===== src/rtl/rotate_sequencer.sv =====
// rotate_sequencer
// Multi-distance rotate controller built from the 1-bit rotate primitive.
// A request is normalised to the shorter way around the word, then one
// single-bit rotate is applied per clock until the step counter expires.
// The result is handed off through a valid/ready handshake.
//
// state     | meaning
// ----------+-----------------------------------------------------------
// ST_IDLE   | waiting for a request; start_ready high
// ST_ROTATE | one rotate step per clock, step counter counting down
// ST_DONE   | result_q holds the rotated word; waiting for result_ready
module rotate_sequencer #(
    parameter int WIDTH = 20,
    parameter int AMT_W = 5
) (
    input  logic             clk,
    input  logic             rst,
    input  logic             start_valid,
    output logic             start_ready,
    input  logic [WIDTH-1:0] data_in,
    input  logic [AMT_W-1:0] amount,
    input  logic             dir,
    output logic [WIDTH-1:0] result,
    output logic             result_valid,
    input  logic             result_ready,
    output logic             busy
);

    // Shortest path is at most WIDTH/2 steps, so four bits covers 0..10.
    localparam int CNT_W = 4;

    localparam logic [1:0] ST_IDLE   = 2'd0;
    localparam logic [1:0] ST_ROTATE = 2'd1;
    localparam logic [1:0] ST_DONE   = 2'd2;

    localparam logic [AMT_W-1:0] WIDTH_A = AMT_W'(WIDTH);
    localparam logic [AMT_W-1:0] HALF_A  = AMT_W'(WIDTH / 2);

    logic [1:0]       state;
    logic [1:0]       state_nxt;
    logic [WIDTH-1:0] work_q;
    logic [WIDTH-1:0] work_step;
    logic [WIDTH-1:0] result_q;
    logic [CNT_W-1:0] cnt_q;
    logic             cnt_tc;
    logic             dir_q;

    logic             accept;
    logic [AMT_W-1:0] amt_mod;
    logic [CNT_W-1:0] steps_load;
    logic             dir_load;
    logic             steps_zero;

    assign accept     = start_valid && (state == ST_IDLE);
    assign steps_zero = (steps_load == '0);

    // Fold the requested distance into 0..WIDTH-1, then take the short way round.
    // Exactly half a turn keeps the requested direction.
    always_comb begin
        amt_mod    = amount;
        steps_load = '0;
        dir_load   = dir;
        if (amount >= WIDTH_A) begin
            amt_mod = amount - WIDTH_A;
        end
        if (amt_mod > HALF_A) begin
            steps_load = CNT_W'(WIDTH_A - amt_mod);
            dir_load   = ~dir;
        end else begin
            steps_load = CNT_W'(amt_mod);
            dir_load   = dir;
        end
    end

    // One-bit rotate of the working word in the latched effective direction.
    always_comb begin
        work_step = work_q;
        if (dir_q) begin
            work_step = {work_q[0], work_q[WIDTH-1:1]};
        end else begin
            work_step = {work_q[WIDTH-2:0], work_q[WIDTH-1]};
        end
    end

    // Terminal count: the step being applied this cycle is the last one.
    assign cnt_tc = (cnt_q == CNT_W'(1));

    // Next-state decode.
    always_comb begin
        state_nxt = state;
        case (state)
            ST_IDLE: begin
                if (accept) begin
                    state_nxt = steps_zero ? ST_DONE : ST_ROTATE;
                end
            end
            ST_ROTATE: begin
                if (cnt_tc) begin
                    state_nxt = ST_DONE;
                end
            end
            ST_DONE: begin
                if (result_ready) begin
                    state_nxt = ST_IDLE;
                end
            end
            default: state_nxt = ST_IDLE;
        endcase
    end

    // State register; reset abandons any in-flight operation.
    always_ff @(posedge clk) begin
        if (rst) begin
            state <= ST_IDLE;
        end else begin
            state <= state_nxt;
        end
    end

    // Working word, down-counter and result register.
    // result_q is written only on the way into ST_DONE, so it stays frozen
    // under backpressure and keeps its last value after the handshake.
    always_ff @(posedge clk) begin
        if (rst) begin
            work_q   <= '0;
            cnt_q    <= '0;
            dir_q    <= 1'b0;
            result_q <= '0;
        end else begin
            case (state)
                ST_IDLE: begin
                    if (accept) begin
                        work_q <= data_in;
                        cnt_q  <= steps_load;
                        dir_q  <= dir_load;
                        if (steps_zero) begin
                            result_q <= data_in;
                        end
                    end
                end
                ST_ROTATE: begin
                    work_q <= work_step;
                    cnt_q  <= cnt_q - CNT_W'(1);
                    if (cnt_tc) begin
                        result_q <= work_step;
                    end
                end
                default: begin
                end
            endcase
        end
    end

    // Handshake and status outputs decoded straight from the state register.
    assign start_ready  = (state == ST_IDLE);
    assign result_valid = (state == ST_DONE);
    assign busy         = (state == ST_ROTATE) || (state == ST_DONE);
    assign result       = result_q;

endmodule


===== config.mk =====
export PLATFORM = sky130hd
export DESIGN_NAME = rotate_sequencer
export DESIGN_NICKNAME = d
export VERILOG_FILES = /design/src/rtl/rotate_sequencer.sv
export SDC_FILE = /design/constraint.sdc
export NUM_CORES = 1
export LEC_CHECK = 0
export CAP_MARGIN = 10
export CORE_ASPECT_RATIO = 0.5
export CORE_MARGIN = 8
export CORE_UTILIZATION = 23
export CTS_CLUSTER_SIZE = 20
export DETAILED_ROUTE_END_ITERATION = 7
export SKIP_CTS_REPAIR_TIMING = 1
export SLEW_MARGIN = 20
export SYNTH_ARGS = -nofsm -noshare
export SYNTH_HDL_FRONTEND = slang
export SYNTH_SLANG_ARGS = --single-unit

===== constraint.sdc =====
create_clock -name clk -period 2.6 [get_ports clk]
set_clock_uncertainty 0.1 [all_clocks]
set_input_delay 0.65 -clock clk [delete_from_list [all_inputs] [get_ports clk]]
set_output_delay 0.65 -clock clk [all_outputs]
set_load 0.05 [all_outputs]

After elaboration in Yosys (flattened, before gate mapping)
Cells that the tools add are included. W data, S select, Z words.

Add/subtract/negate cells: 3. Reduce and logical (&&, ||, !) cells: 9. Order comparisons: 2. Eq/ne operators: 7. Bitwise operators: 1. Multiplexer cells: 17.

Operators with widths (count): $mux W20 (5); $pmux W20 S2 (2); $mux W2 (4); $mux W4 (2); $pmux W4 S2 (1); $ne A2 B1 Y1 const B (3); $pmux W2 S3 (1); $ge A5 B5 Y1 const B (1); $gt A5 B4 Y1 const B (1); $mux W5 (1); $sub A5 B5 Y5 const B (1); $eq A4 B1 Y1 const B (1); $logic_not A4 Y1 (1); $reduce_and A2 Y1 (2); $reduce_and A4 Y1 (1); $sub A3 B4 Y4 const A (1); $sub A4 B1 Y4 const B (1); $reduce_and A3 Y1 (1); $eq A2 B1 Y1 const B (1); $eq A2 B2 Y1 const B (1); $logic_not A2 Y1 (1); $ne A2 B2 Y1 const B (1); $reduce_bool A2 Y1 (1); $logic_and A1 B1 Y1 (1); other kinds (3) (3).

Word-level logic and storage cells: 44. Output and inout port bits: 23. Bits in registers: 47.

Depth between registers and ports, before layout
Word-level depth: 8. Depth in mapped cells: 8. Gate-level depth less buffers: 7.

Worst setup path before layout
Ideal clock, no wire load.

Path kind: reg2reg. Start point: register state[0]. End point: register work_q[10]. Required time: 2.430 ns. Stages on the path, launching flop included: 8. Path slack: 0.378 ns. Clock period less this slack: 2.222 ns. Buffers on the path: 2. Arrival: 2.051 ns. Cells stage by stage: dfxtp_1 inv_1 ha_1 clkbuf_1 mux2i_1 clkbuf_1 nand2_1 a21oi_1.

Word-level cells in the longest chain between the ends: 4. Elaborated cells between the ends (all ways): 7. Those cells by class: 2 x eq/ne; 1 x mux; 4 x reduce/logical.

RTL lines: start: declaration (RTL line 39) `logic [1:0] state;`; start signal: assignment (RTL line 116) `state <= state_nxt;`; $logic_not A2 Y1 (*); named net start_ready (RTL line 19) `output logic start_ready,`; $logic_and A1 B1 Y1 (RTL line 54) `assign accept = start_valid && (state == ST_IDLE);`; $ne A2 B1 Y1 (no source line); $reduce_and A2 Y1 (no source line); end signal: assignment (RTL line 133) `work_q <= data_in;`; end signal: assignment (RTL line 142) `work_q <= work_step;`; end: declaration (RTL line 41) `logic [WIDTH-1:0] work_q;`.

Mark *: on every way through the listed nets, which the timed path passes. The rest lies on a longest branch. A chain may end at the register's enable or synchronous reset.

Worst setup path in the final report
Start point: input port amount[3]. End point: register result_q[6] (netlist: result[6]).

Word-level cells in the longest chain between the ends: 7. Elaborated cells between the ends (all ways): 9. Those cells by class: 2 x add/sub; 2 x order compare; 1 x eq/ne; 2 x mux; 2 x reduce/logical.

RTL lines: start: declaration (RTL line 21) `input logic [AMT_W-1:0] amount,`; $sub A5 B5 Y5 / $ge A5 B5 Y1 (equally long branches) (RTL line 64, 63); $mux W5 (*) (RTL line 63) `if (amount >= WIDTH_A) begin`; $sub A3 B4 Y4 / $gt A5 B4 Y1 (equally long branches) (RTL line 67, 66); $mux W4 (*) (RTL line 66) `if (amt_mod > HALF_A) begin`; $logic_not A4 Y1 (*) (RTL line 55) `assign steps_zero = (steps_load == '0);`; $ne A2 B1 Y1 (no source line) (*); $reduce_and A4 Y1 (no source line) (*); end signal: assignment (RTL line 137) `result_q <= data_in;`; end signal: assignment (RTL line 145) `result_q <= work_step;`; end: declaration (RTL line 43) `logic [WIDTH-1:0] result_q;`.

Mark *: on every way between the ends. The rest lies on a longest branch, timed or not.

==> impl_summary.txt <==
----------------------------------------------------
[STA]
  Final-layout worst hold slack ... 0.368 ns
  Highest clock rate ... 0.393 GHz
  Actual slew at the worst max-slew pin ... 0.581 ns
  Final setup violating endpoints ... 0
  Portion of the clock cycle consumed by the worst path in the final layout ... 97.8%
  Headroom to the max-slew limit ... 61.3%
  Unrepaired setup endpoints after global routing ... yes
  Shortest period the worst path allows ... 2.54 ns
  Number of hold violations in the final report ... 0
  Final worst slack ... 0.0578 ns
  Number of max-slew violations in the final report ... 0

[Die]
  Row cnt ... 28
  Initial core utilization ... 23.2%
  Core Area ... 11600 µm²
  Boundary Pins ... 53
  Full die area ... 15600 µm²
  Width of the chip ... 169 µm
  Die Height ... 92.4 µm

[Worst setup path]
  Worst Setup Path Type ... primary input to flop
  Biggest fanout along the worst timing path ... 10
  Critical path data arrival time ... 2.66 ns
  Worst reg-to-reg setup slack ... 0.53 ns
  Worst r2r src ... state[0]$_SDFFE_PP0P_
  Number of cells traversed by the worst register-to-register path ... 8
  Reg-to-Reg End ... result[6]$_SDFFE_PP0P_
  Data required time at the worst endpoint ... 2.72 ns
  Worst Setup Start Kind ... primary input
  Endpoint kind of the worst setup timing path ... flop

[Flow run]
  Count of maximum capacitance violations ... 0

[CTS]
  Worst skew pair latency ... 0.29 ns
  Root buffer cell ... clkbuf_16
  Number of H-tree branching levels ... 2
  TritonCTS clock tree ... built
  Clock transition at the registers of the reported paths ... 0.06 ns
  Number of CTS-inserted buffers ... 5
  Number of buffers on the longest clock path ... 2
  CTS sink count ... 47

[Placement]
  Routability cong. ... 0.841
  Port Buffer Count ... 52
  Area after DPL ... 3470 µm²
  Post-DP HPWL ... 5.59 mm
  Post-placement setup slack ... -0.173 ns

[Yosys]
  Synth Warn # ... 0
  Proportion of synthesized chip area in sequential cells ... 35.0%
  Syn avg cell area ... 8.07 µm²
  Post-synth cell types ... 39
  Mapped cell area ... 2690 µm²
  Syn Inst Count ... 333
  Synth Net Count ... 371
  Number of flip-flops and latches in the synthesized netlist ... 47

[Final layout]
  Final std cell area, no fill ... 3700 µm²
  Number of nets in the layout ... 430
  Fin util ... 31.9%
  Diode insertion count for antenna repair ... 0
  Syn-to-layout area delta ... 37.8%
  Commonest cells after routing, fill and taps aside ... a21oi_1, clkdlybuf4s50_1, dfxtp_1, nand2_1, nand2b_1
  Most common cell after layout, fill and taps aside ... a21oi_1
  Share of final-layout standard cells stronger than drive strength 1 ... 10.4%

[GRT]
  Vias in the first global route ... 2381
  Overflow left after global routing ... 0
  Pin count of the biggest net entering global routing ... 37
  Global Route Usage Sum ... 9.68%
  First-pass GRT wire length ... 12.2 mm
  Antenna violations before repair ... 0

[Drt]
  Routed via count ... 2471
  DRC violations left ... 0
  Antenna-violating nets left ... 0
  Post-detailed-routing wire length ... 7.61 mm
  Routed wire per std cell ... 13.6 µm
  Detailed Route Iter0 Violations ... 131
  Via count normalized by instance count ... 4.43
  Count of TritonRoute iterations in the first routing pass ... 4

[Power]
  Leak Pwr ... 1.50 nW
  P per Cell Area ... 938 nW/µm²
  Highest ir drop seen on vdd ... 0.355 mV
  Total power ... 0.00347 W

[Min path]
  End point of the worst hold path ... work_q[18]$_SDFFE_PP0P_
  Worst hold stages ... 2
  Hold path startpoint ... work_q[18]$_SDFFE_PP0P_
  Kind of path behind the tightest hold check ... flop to flop

[Run status]
  Outcome ... finished, final reports clean

----------------------------------------------------
==> state kept, by name, indices dropped and copies added, names as in the netlist <==
name,cells
state,2
work_q,20
result,20
cnt_q,4
dir_q,1
==> synthesized netlist by cell type, drive strengths merged <==
cell type | instances | share of area [%]
nand2 | 46 | 6.4
o221ai | 1 | 0.33
nand2b | 45 | 11
inv | 10 | 1.4
o21bai | 1 | 0.28
ha | 8 | 3.7
a211oi | 1 | 0.28
xnor2 | 2 | 0.65
a221oi | 1 | 0.98
dfxtp | 47 | 35
nor3 | 3 | 0.56
a22o | 1 | 0.33
nor2 | 26 | 3.6
a21boi | 1 | 0.28
nand3b | 2 | 0.56
o21ai | 4 | 0.74
o22ai | 1 | 0.23
a21oi | 49 | 9.1
a21o | 1 | 0.28
o221a | 1 | 0.42
nor2b | 3 | 0.70
a31o | 1 | 0.33
nand3 | 1 | 0.19
and4b | 1 | 0.42
a41oi | 1 | 0.33
mux2i | 42 | 16
a2bb2oi | 1 | 0.33
o31ai | 2 | 0.56
clkbuf | 15 | 2.1
a311oi | 2 | 0.65
a31oi | 1 | 0.23
nor4 | 1 | 0.23
o21a | 2 | 0.56
o211ai | 1 | 0.28
buf | 7 | 1.4
nor3b | 1 | 0.28
==> where the power goes <==
part           leakage, nW  internal (W)  switching [W]  total [W]
Combinational         1.03      0.000651       0.000983    0.00163
Clock               0.0868      0.000478       0.000276   0.000755
Sequential           0.384      0.000927       0.000158    0.00108
Total                 1.50       0.00206        0.00142    0.00347
==> how the worst max path moves through the flow <==
stage	cells after the start	end	from	slack, ns
finish	10	result[6]$_SDFFE_PP0P_	amount[3]	0.06
global route	10	result[7]$_SDFFE_PP0P_	amount[3]	-0.03
CTS	9	result[19]$_SDFFE_PP0P_	amount[3]	0.13
detailed placement	9	result[3]$_SDFFE_PP0P_	amount[3]	-0.17
global placement	9	state[1]$_SDFFE_PP0P_	amount[3]	-0.13
floorplan	7	work_q[10]$_SDFFE_PP0P_	state[0]$_SDFFE_PP0P_	0.38
==> metrics by stage <==
| stage | setup TNS [ns] | instances |
|---|---|---|
| floorplan | 0 | 333 |
| global placement | -2.25 | 547 |
| detailed placement | -3.74 | 547 |
| CTS | 0 | 555 |
| global route | -0.343 | 558 |
| finish | 0 | 558 |
==> critical path, cell delays in order <==
cell and delay [ns]:
clkdlybuf4s50_1 0.47, inv_1 0.06, ha_1 0.33, nand2b_1 0.12, a2bb2oi_1 0.21, o21ai_0 0.12
o21bai_2 0.15, buf_4 0.18, clkbuf_16 0.19, mux2i_1 0.18
==> cell type report <==
cell class	count	area, µm²
inverters	10	37.5
clock buffers	6	139
flip-flops and latches	47	941
fillers	1201	7890
well taps	165	206
repair buffers	74	721
clock inverters	2	35.0
multi-input cells	254	1620
==> cells by family after synthesis <==
kind of cell               share of synthesized area (%)
xor gates and xnor gates                           0.652
adders and majority gates                           3.72
AOI/OAI and AO/OA                                   16.5
buffers and inverters                               4.89
DFF                                                 35.0
and+or+nand+nor                                     23.6
muxes                                               15.6
==> per-layer routing <==
| metal | global-route usage (%) | vias to the layer above | share of wire, % |
|---|---|---|---|
| met5 | 0 | - | 0 |
| met4 | 2.80 | 0 | 1.4 |
| met3 | 3.31 | 8 | 8.2 |
| met2 | 13.1 | 70 | 38 |
| met1 | 14.0 | 1144 | 52 |
| li1 | - | 1249 | - |
Note: power is estimated with default switching activity, not from simulation.
